`config.mk`:
```
export PLATFORM = sky130hd
export DESIGN_NAME = id_decode_stage_flat
export DESIGN_NICKNAME = d
export VERILOG_FILES = /design/src/rtl/id_decode_stage_if.sv /design/src/rtl/id_decode_stage.sv /design/src/flat_wrapper.sv
export SDC_FILE = /design/constraint.sdc
export NUM_CORES = 2
export LEC_CHECK = 0
export BUFFER_PORTS_ARGS = -buffer_cell sky130_fd_sc_hd__buf_4
export CELL_PAD_IN_SITES_DETAIL_PLACEMENT = 1
export CELL_PAD_IN_SITES_GLOBAL_PLACEMENT = 2
export CORE_MARGIN = 5
export CORE_UTILIZATION = 44
export DETAILED_ROUTE_END_ITERATION = 8
export PLACE_DENSITY = 0.81
export RECOVER_POWER = 25
export SLEW_MARGIN = 20
export SYNTH_ARGS = -nofsm -noshare
export SYNTH_HDL_FRONTEND = slang
export SYNTH_SLANG_ARGS = --single-unit
```
`constraint.sdc`:
```
create_clock -name clk -period 4.41 [get_ports clk]
set_input_delay 0.441 -clock clk [delete_from_list [all_inputs] [get_ports clk]]
set_output_delay 0.441 -clock clk [all_outputs]
set_load 0.02 [all_outputs]
```
`src/rtl/id_decode_stage_if.sv`:
```
// Signal bundle around the ID stage: IF/ID inputs, MEM/WB write-back, hazard taps and the ID/EX outputs.
// The decode stage connects through the slave modport; the surrounding pipeline uses master.
interface id_decode_stage_if #(
   parameter int B = 32,
   parameter int W = 5
);
   // IF/ID latch
   logic [31:0]  instruction_in;
   logic [B-1:0] pc_next_in;
   // MEM/WB write-back port
   logic         wb_RegWrite_in;
   logic [W-1:0] wb_addr_in;
   logic [B-1:0] wb_data_in;
   // ID/EX taps used by hazard detection
   logic         ex_MemRead_in;
   logic [W-1:0] ex_rt_in;
   // data towards ID/EX
   logic [B-1:0] pc_next_out;
   logic [B-1:0] r_data1_out;
   logic [B-1:0] r_data2_out;
   logic [B-1:0] sign_ext_out;
   logic [W-1:0] inst_20_16_out;
   logic [W-1:0] inst_15_11_out;
   logic [B-1:0] pc_jump_out;
   logic [5:0]   opcode_out;
   // control towards ID/EX
   logic         wb_RegWrite_out;
   logic         wb_MemtoReg_out;
   logic         m_Jump_out;
   logic         m_Branch_out;
   logic         m_BranchNot_out;
   logic         m_MemRead_out;
   logic         m_MemWrite_out;
   logic         ex_RegDst_out;
   logic         ex_ALUSrc_out;
   logic [5:0]   ex_ALUOp_out;
   // hazard unit
   logic         stall_out;

   modport master (
      output instruction_in, pc_next_in,
      output wb_RegWrite_in, wb_addr_in, wb_data_in,
      output ex_MemRead_in, ex_rt_in,
      input  pc_next_out, r_data1_out, r_data2_out, sign_ext_out,
      input  inst_20_16_out, inst_15_11_out, pc_jump_out, opcode_out,
      input  wb_RegWrite_out, wb_MemtoReg_out, m_Jump_out, m_Branch_out,
      input  m_BranchNot_out, m_MemRead_out, m_MemWrite_out,
      input  ex_RegDst_out, ex_ALUSrc_out, ex_ALUOp_out,
      input  stall_out
   );

   modport slave (
      input  instruction_in, pc_next_in,
      input  wb_RegWrite_in, wb_addr_in, wb_data_in,
      input  ex_MemRead_in, ex_rt_in,
      output pc_next_out, r_data1_out, r_data2_out, sign_ext_out,
      output inst_20_16_out, inst_15_11_out, pc_jump_out, opcode_out,
      output wb_RegWrite_out, wb_MemtoReg_out, m_Jump_out, m_Branch_out,
      output m_BranchNot_out, m_MemRead_out, m_MemWrite_out,
      output ex_RegDst_out, ex_ALUSrc_out, ex_ALUOp_out,
      output stall_out
   );
endinterface

```
`src/rtl/id_decode_stage.sv`:
```
// MIPS-style instruction decode stage: register file, main control decode and load-use hazard detection.
// Optional macro REGFILE_BYPASS_EN forwards a same-cycle write-back value onto the read ports.
module id_decode_stage #(
   parameter int B = 32,
   parameter int W = 5
) (
   input  logic            clk,
   input  logic            reset,
   id_decode_stage_if.slave bus
);

   typedef enum logic [5:0] {
      OP_RTYPE = 6'h00,
      OP_J     = 6'h02,
      OP_BEQ   = 6'h04,
      OP_BNE   = 6'h05,
      OP_ADDI  = 6'h08,
      OP_SLTI  = 6'h0A,
      OP_ANDI  = 6'h0C,
      OP_ORI   = 6'h0D,
      OP_LUI   = 6'h0F,
      OP_LW    = 6'h23,
      OP_SW    = 6'h2B
   } opcode_e;

   typedef struct packed {
      logic reg_write;
      logic mem_to_reg;
      logic jump;
      logic branch;
      logic branch_not;
      logic mem_read;
      logic mem_write;
      logic reg_dst;
      logic alu_src;
   } ctrl_t;

   logic [B-1:0] regs [32];
   logic [5:0]   opcode;
   logic [W-1:0] rs_addr;
   logic [W-1:0] rt_addr;
   logic [B-1:0] rs_data;
   logic [B-1:0] rt_data;
   logic         uses_rt;
   logic         stall;
   logic         decoded;
   ctrl_t        ctrl;
   logic [5:0]   alu_op;

   assign opcode  = bus.instruction_in[31:26];
   assign rs_addr = bus.instruction_in[25:21];
   assign rt_addr = bus.instruction_in[20:16];

   // NOTE: the whole array is cleared on reset, so it maps to flops rather than a RAM macro.
   always_ff @(posedge clk) begin
      if (!reset) begin
         for (int i = 0; i < 32; i++) begin
            regs[i] <= '0;
         end
      end else if (bus.wb_RegWrite_in && (bus.wb_addr_in != '0)) begin
         regs[bus.wb_addr_in] <= bus.wb_data_in;
      end
   end

   always_comb begin
      rs_data = (rs_addr == '0) ? '0 : regs[rs_addr];
      rt_data = (rt_addr == '0) ? '0 : regs[rt_addr];
`ifdef REGFILE_BYPASS_EN
      // Forward only what the register file would actually accept this edge.
      if (reset && bus.wb_RegWrite_in && (bus.wb_addr_in != '0)) begin
         if (rs_addr == bus.wb_addr_in) rs_data = bus.wb_data_in;
         if (rt_addr == bus.wb_addr_in) rt_data = bus.wb_data_in;
      end
`endif
   end

   // Only these opcodes read rt as a source; for the rest rt is a destination.
   assign uses_rt = opcode inside {OP_RTYPE, OP_SW, OP_BEQ, OP_BNE};

   assign stall = reset && bus.ex_MemRead_in && (bus.ex_rt_in != '0) &&
                  ((bus.ex_rt_in == rs_addr) || ((bus.ex_rt_in == rt_addr) && uses_rt));

   // NOTE: every output of this block gets a default first, so no path can infer a latch.
   always_comb begin
      ctrl    = '0;
      alu_op  = '0;
      decoded = 1'b1;
      case (opcode)
         OP_RTYPE: begin
            ctrl.reg_dst   = 1'b1;
            ctrl.reg_write = 1'b1;
         end
         OP_LW: begin
            ctrl.mem_read   = 1'b1;
            ctrl.mem_to_reg = 1'b1;
            ctrl.reg_write  = 1'b1;
            ctrl.alu_src    = 1'b1;
         end
         OP_SW: begin
            ctrl.mem_write = 1'b1;
            ctrl.alu_src   = 1'b1;
         end
         OP_BEQ: ctrl.branch     = 1'b1;
         OP_BNE: ctrl.branch_not = 1'b1;
         OP_J:   ctrl.jump       = 1'b1;
         OP_ADDI, OP_SLTI, OP_ANDI, OP_ORI, OP_LUI: begin
            ctrl.reg_write = 1'b1;
            ctrl.alu_src   = 1'b1;
         end
         default: decoded = 1'b0;
      endcase
      if (decoded) alu_op = opcode;
      // Reset and load-use stalls both inject a bubble into ID/EX.
      if (!reset || stall) begin
         ctrl   = '0;
         alu_op = '0;
      end
   end

   assign bus.pc_next_out    = bus.pc_next_in;
   assign bus.r_data1_out    = rs_data;
   assign bus.r_data2_out    = rt_data;
   assign bus.sign_ext_out   = {{(B-16){bus.instruction_in[15]}}, bus.instruction_in[15:0]};
   assign bus.inst_20_16_out = bus.instruction_in[20:16];
   assign bus.inst_15_11_out = bus.instruction_in[15:11];
   assign bus.pc_jump_out    = {bus.pc_next_in[B-1:B-4], bus.instruction_in[25:0], 2'b00};
   assign bus.opcode_out     = opcode;

   assign bus.wb_RegWrite_out = ctrl.reg_write;
   assign bus.wb_MemtoReg_out = ctrl.mem_to_reg;
   assign bus.m_Jump_out      = ctrl.jump;
   assign bus.m_Branch_out    = ctrl.branch;
   assign bus.m_BranchNot_out = ctrl.branch_not;
   assign bus.m_MemRead_out   = ctrl.mem_read;
   assign bus.m_MemWrite_out  = ctrl.mem_write;
   assign bus.ex_RegDst_out   = ctrl.reg_dst;
   assign bus.ex_ALUSrc_out   = ctrl.alu_src;
   assign bus.ex_ALUOp_out    = alu_op;
   assign bus.stall_out       = stall;

endmodule
```
`src/flat_wrapper.sv`:
```
// flat-port wrapper written by rule: the top's interface ports become plain ports
module id_decode_stage_flat 
#(
   parameter int B = 32,
   parameter int W = 5
)
  (clk, reset, bus_instruction_in, bus_pc_next_in, bus_wb_RegWrite_in, bus_wb_addr_in, bus_wb_data_in, bus_ex_MemRead_in, bus_ex_rt_in, bus_pc_next_out, bus_r_data1_out, bus_r_data2_out, bus_sign_ext_out, bus_inst_20_16_out, bus_inst_15_11_out, bus_pc_jump_out, bus_opcode_out, bus_wb_RegWrite_out, bus_wb_MemtoReg_out, bus_m_Jump_out, bus_m_Branch_out, bus_m_BranchNot_out, bus_m_MemRead_out, bus_m_MemWrite_out, bus_ex_RegDst_out, bus_ex_ALUSrc_out, bus_ex_ALUOp_out, bus_stall_out);
  id_decode_stage_if #(.B(B), .W(W)) bus_i ();
  input  logic clk;
  input  logic reset;
  input wire logic [$bits(bus_i.instruction_in)-1:0] bus_instruction_in;
  input wire logic [$bits(bus_i.pc_next_in)-1:0] bus_pc_next_in;
  input wire logic [$bits(bus_i.wb_RegWrite_in)-1:0] bus_wb_RegWrite_in;
  input wire logic [$bits(bus_i.wb_addr_in)-1:0] bus_wb_addr_in;
  input wire logic [$bits(bus_i.wb_data_in)-1:0] bus_wb_data_in;
  input wire logic [$bits(bus_i.ex_MemRead_in)-1:0] bus_ex_MemRead_in;
  input wire logic [$bits(bus_i.ex_rt_in)-1:0] bus_ex_rt_in;
  output wire logic [$bits(bus_i.pc_next_out)-1:0] bus_pc_next_out;
  output wire logic [$bits(bus_i.r_data1_out)-1:0] bus_r_data1_out;
  output wire logic [$bits(bus_i.r_data2_out)-1:0] bus_r_data2_out;
  output wire logic [$bits(bus_i.sign_ext_out)-1:0] bus_sign_ext_out;
  output wire logic [$bits(bus_i.inst_20_16_out)-1:0] bus_inst_20_16_out;
  output wire logic [$bits(bus_i.inst_15_11_out)-1:0] bus_inst_15_11_out;
  output wire logic [$bits(bus_i.pc_jump_out)-1:0] bus_pc_jump_out;
  output wire logic [$bits(bus_i.opcode_out)-1:0] bus_opcode_out;
  output wire logic [$bits(bus_i.wb_RegWrite_out)-1:0] bus_wb_RegWrite_out;
  output wire logic [$bits(bus_i.wb_MemtoReg_out)-1:0] bus_wb_MemtoReg_out;
  output wire logic [$bits(bus_i.m_Jump_out)-1:0] bus_m_Jump_out;
  output wire logic [$bits(bus_i.m_Branch_out)-1:0] bus_m_Branch_out;
  output wire logic [$bits(bus_i.m_BranchNot_out)-1:0] bus_m_BranchNot_out;
  output wire logic [$bits(bus_i.m_MemRead_out)-1:0] bus_m_MemRead_out;
  output wire logic [$bits(bus_i.m_MemWrite_out)-1:0] bus_m_MemWrite_out;
  output wire logic [$bits(bus_i.ex_RegDst_out)-1:0] bus_ex_RegDst_out;
  output wire logic [$bits(bus_i.ex_ALUSrc_out)-1:0] bus_ex_ALUSrc_out;
  output wire logic [$bits(bus_i.ex_ALUOp_out)-1:0] bus_ex_ALUOp_out;
  output wire logic [$bits(bus_i.stall_out)-1:0] bus_stall_out;
  assign bus_i.instruction_in = bus_instruction_in;
  assign bus_i.pc_next_in = bus_pc_next_in;
  assign bus_i.wb_RegWrite_in = bus_wb_RegWrite_in;
  assign bus_i.wb_addr_in = bus_wb_addr_in;
  assign bus_i.wb_data_in = bus_wb_data_in;
  assign bus_i.ex_MemRead_in = bus_ex_MemRead_in;
  assign bus_i.ex_rt_in = bus_ex_rt_in;
  assign bus_pc_next_out = bus_i.pc_next_out;
  assign bus_r_data1_out = bus_i.r_data1_out;
  assign bus_r_data2_out = bus_i.r_data2_out;
  assign bus_sign_ext_out = bus_i.sign_ext_out;
  assign bus_inst_20_16_out = bus_i.inst_20_16_out;
  assign bus_inst_15_11_out = bus_i.inst_15_11_out;
  assign bus_pc_jump_out = bus_i.pc_jump_out;
  assign bus_opcode_out = bus_i.opcode_out;
  assign bus_wb_RegWrite_out = bus_i.wb_RegWrite_out;
  assign bus_wb_MemtoReg_out = bus_i.wb_MemtoReg_out;
  assign bus_m_Jump_out = bus_i.m_Jump_out;
  assign bus_m_Branch_out = bus_i.m_Branch_out;
  assign bus_m_BranchNot_out = bus_i.m_BranchNot_out;
  assign bus_m_MemRead_out = bus_i.m_MemRead_out;
  assign bus_m_MemWrite_out = bus_i.m_MemWrite_out;
  assign bus_ex_RegDst_out = bus_i.ex_RegDst_out;
  assign bus_ex_ALUSrc_out = bus_i.ex_ALUSrc_out;
  assign bus_ex_ALUOp_out = bus_i.ex_ALUOp_out;
  assign bus_stall_out = bus_i.stall_out;
  id_decode_stage #(.B(B), .W(W)) u_core (.clk(clk), .reset(reset), .bus(bus_i));
endmodule
```
==> metrics.yaml <==
synthesis:
  netlist_area_um2: 56500
  yosys.area_share.simple_pct: 13.9
  synthMuxAreaShare_pct: 20.5
  async_flop_share_pct: 0
  synth.distinct_cells: 57
  synthCells: 4153
  synth_top_area_cell: "edfxtp_1"
  synth_top_area_share_pct: 54.4
  synth_flop_cell: "edfxtp_1"
  synth_xor_area_share_pct: 0.155
  synthAdderAreaFrac_pct: 0
  synth-compound-area-share_pct: 5.80
  synth_edf_count: 1024
  synthTopCellsByArea: "edfxtp_1 (54%), and2_1 (11%), mux4_2 (10%)"
  avgSynthCellArea_um2: 13.6
  ys_seq_area_share_pct: 54.4
  synth.yosys.warnings: 0
  synth_seq_cells: 1024
  synth_top_family_by_area: "multiplexers"
finish:
  regMostFlops: "u_core.regs"
  largest_reg_flops: 1024
  drive_gt1_share_pct: 21.4
  syn_to_final_growth_pct: 10.8
  fin_nets: 4223
  reg_top3: "u_core.regs (1024)"
  final_cell_mix: "edfxtp_1 (1024), and2_1 (849), mux2i_1 (513)"
  final_common_cell: "edfxtp_1"
min_path:
  hold_start: "bus_wb_data_in[11]"
  hold_path_class: "primary input to flop"
placement:
  portBuffers: 161
  dp_slack_ps: 712
  gp_congestion: 0.874
  dp_hpwl_mm: 131
setup_path:
  cp-startpoint: "bus_instruction_in[25]"
  cp_data_required_time_ps: 3970
  cp_data_arrival_time_ps: 3580
  start_kind: "primary input"
  path_class: "primary input to output port"
  endpoint_kind: "output port"
  critPathMaxFanout: 15
floorplanning:
  start_util_pct: 44.3
  rows: 131
  coreArea_um2: 128000
  die_h_um: 368
  num_io_pins: 302
  fp.dieW_um: 368
  dieArea_um2: 136000
route:
  first_pass_iters: 6
  routed_wl_mm: 211
  wire_per_inst_um: 35.9
  ant_nets: 0
  viasPerCell: 6.58
  num_vias: 38663
  drc: 0
  drt_iter0_markers: 4500
clocking:
  cts_hold_buf: 0
  clkSinkCount: 1024
  cts.reportedPaths.clkPinSlew_ps: 60
  cts-resized-gates: 0
  cts-root-buf: "clkbuf_16"
  cts_tree: "yes"
  clockBufferDepth: 3
  numCtsBuffers: 115
  htreeDepth: 3
  cts_setup_buffers: 0
global_routing:
  grt_pass1_vias: 39778
  grt_pass1_wl_mm: 296
  grt_max_degree: 83
  grtUsageTotal_pct: 30.3
  antenna_found_initial: 16
  gr-total-overflow: 0
timing:
  relSlewSlack_pct: -90.6
  setup_violations: 0
  worstMarginPinSlew_ps: 2860
  hold_viol_final: 0
  tns_ps: 0
  fmax_ghz: 0.248
  fin_crit_sh_pct: 91.3
  fin_ws_ps: 386
  post-route-min-period_ps: 4020
  slew_violations: 479
  rsz0062_at_grt: "false"
pwr:
  peakVddDrop_mv: 0.329
  powerDensity_nw_per_um2: 391
  finalPower_mw: 24.5
  leakagePower_nw: 22.4
run:
  cap_viol_max_count: 23
outcome:
  violations: "capacitance limit, slew limit"
  status: "complete, but fails checks"
layout make-up:
class	count	area, um2
Fill cell	12630	65000
Antenna cell	10	25.0
Sequential cell	1024	30700
Clock buffer	139	3050
Timing Repair Buffer	350	2870
Multi-Input combinational cell	2620	23200
Inverter	2	7.51
Tap cell	1662	2080
Clock inverter	66	653
through the flow:
| step | area (um2) | hold WS (ps) | cells | util (%) |
|---|---|---|---|---|
| after floorplan | 56700 | 639 | 4187 | - |
| after global placement | 59300 | 882 | 5658 | 46.4 |
| after detailed placement | 59300 | 882 | 5658 | 46.4 |
| after CTS | 63000 | 173 | 5863 | 49.3 |
| after global routing | 62700 | 220 | 5864 | 49.1 |
| final | 62700 | 228 | 5873 | 49.1 |
logic make-up (layout without fill, tap and decap cells):
family,Yosys count,after routing
flops,1024,1024
simple gates,1325,1325
other cells,1,45
xor+xnor,10,10
mux,832,832
compound gates,418,418
buf+inv,543,557
path summary, 6_finish.rpt:
path | endpoint | slack (ps) | cells past startpoint
worst max-delay path | bus_r_data1_out[31] | 390 | 6
worst min-delay path | u_core.regs[14][11]$_SDFFCE_PN0P_ | 230 | 2
worst max-delay path, stage by stage:
cell      delay (ps)
clkbuf_1        1290
nor2_4           480
buf_4            380
a211oi_1         620
buf_4            220
buf_4            130
cell usage after synthesis (54+ instances only):
master	number
edfxtp_1	1024
and2_1	994
mux2i_1	513
clkbuf_1	294
mux4_2	256
nand2_1	158
buf_4	148
a211oi_1	115
a22oi_1	65
o22ai_1	65
o221ai_1	64
mux2_2	63
buf_2	62
nand4_1	54
power breakdown:
group	switching [mW]	total [mW]	internal, mW
logic	2.02	3.20	1.18
registers	0.300	11.6	11.3
clock network	4.10	9.73	5.63
total	6.42	24.5	18.1
routing by layer:
metal	wire length (um)	vias to the layer above	track usage [%]
li1	-	15487	-
met1	79900	20333	38.8
met2	99200	2213	49.5
met3	18700	618	5.79
met4	12900	12	15.2
met5	88	-	0
Note: power is estimated with default switching activity, not from simulation.
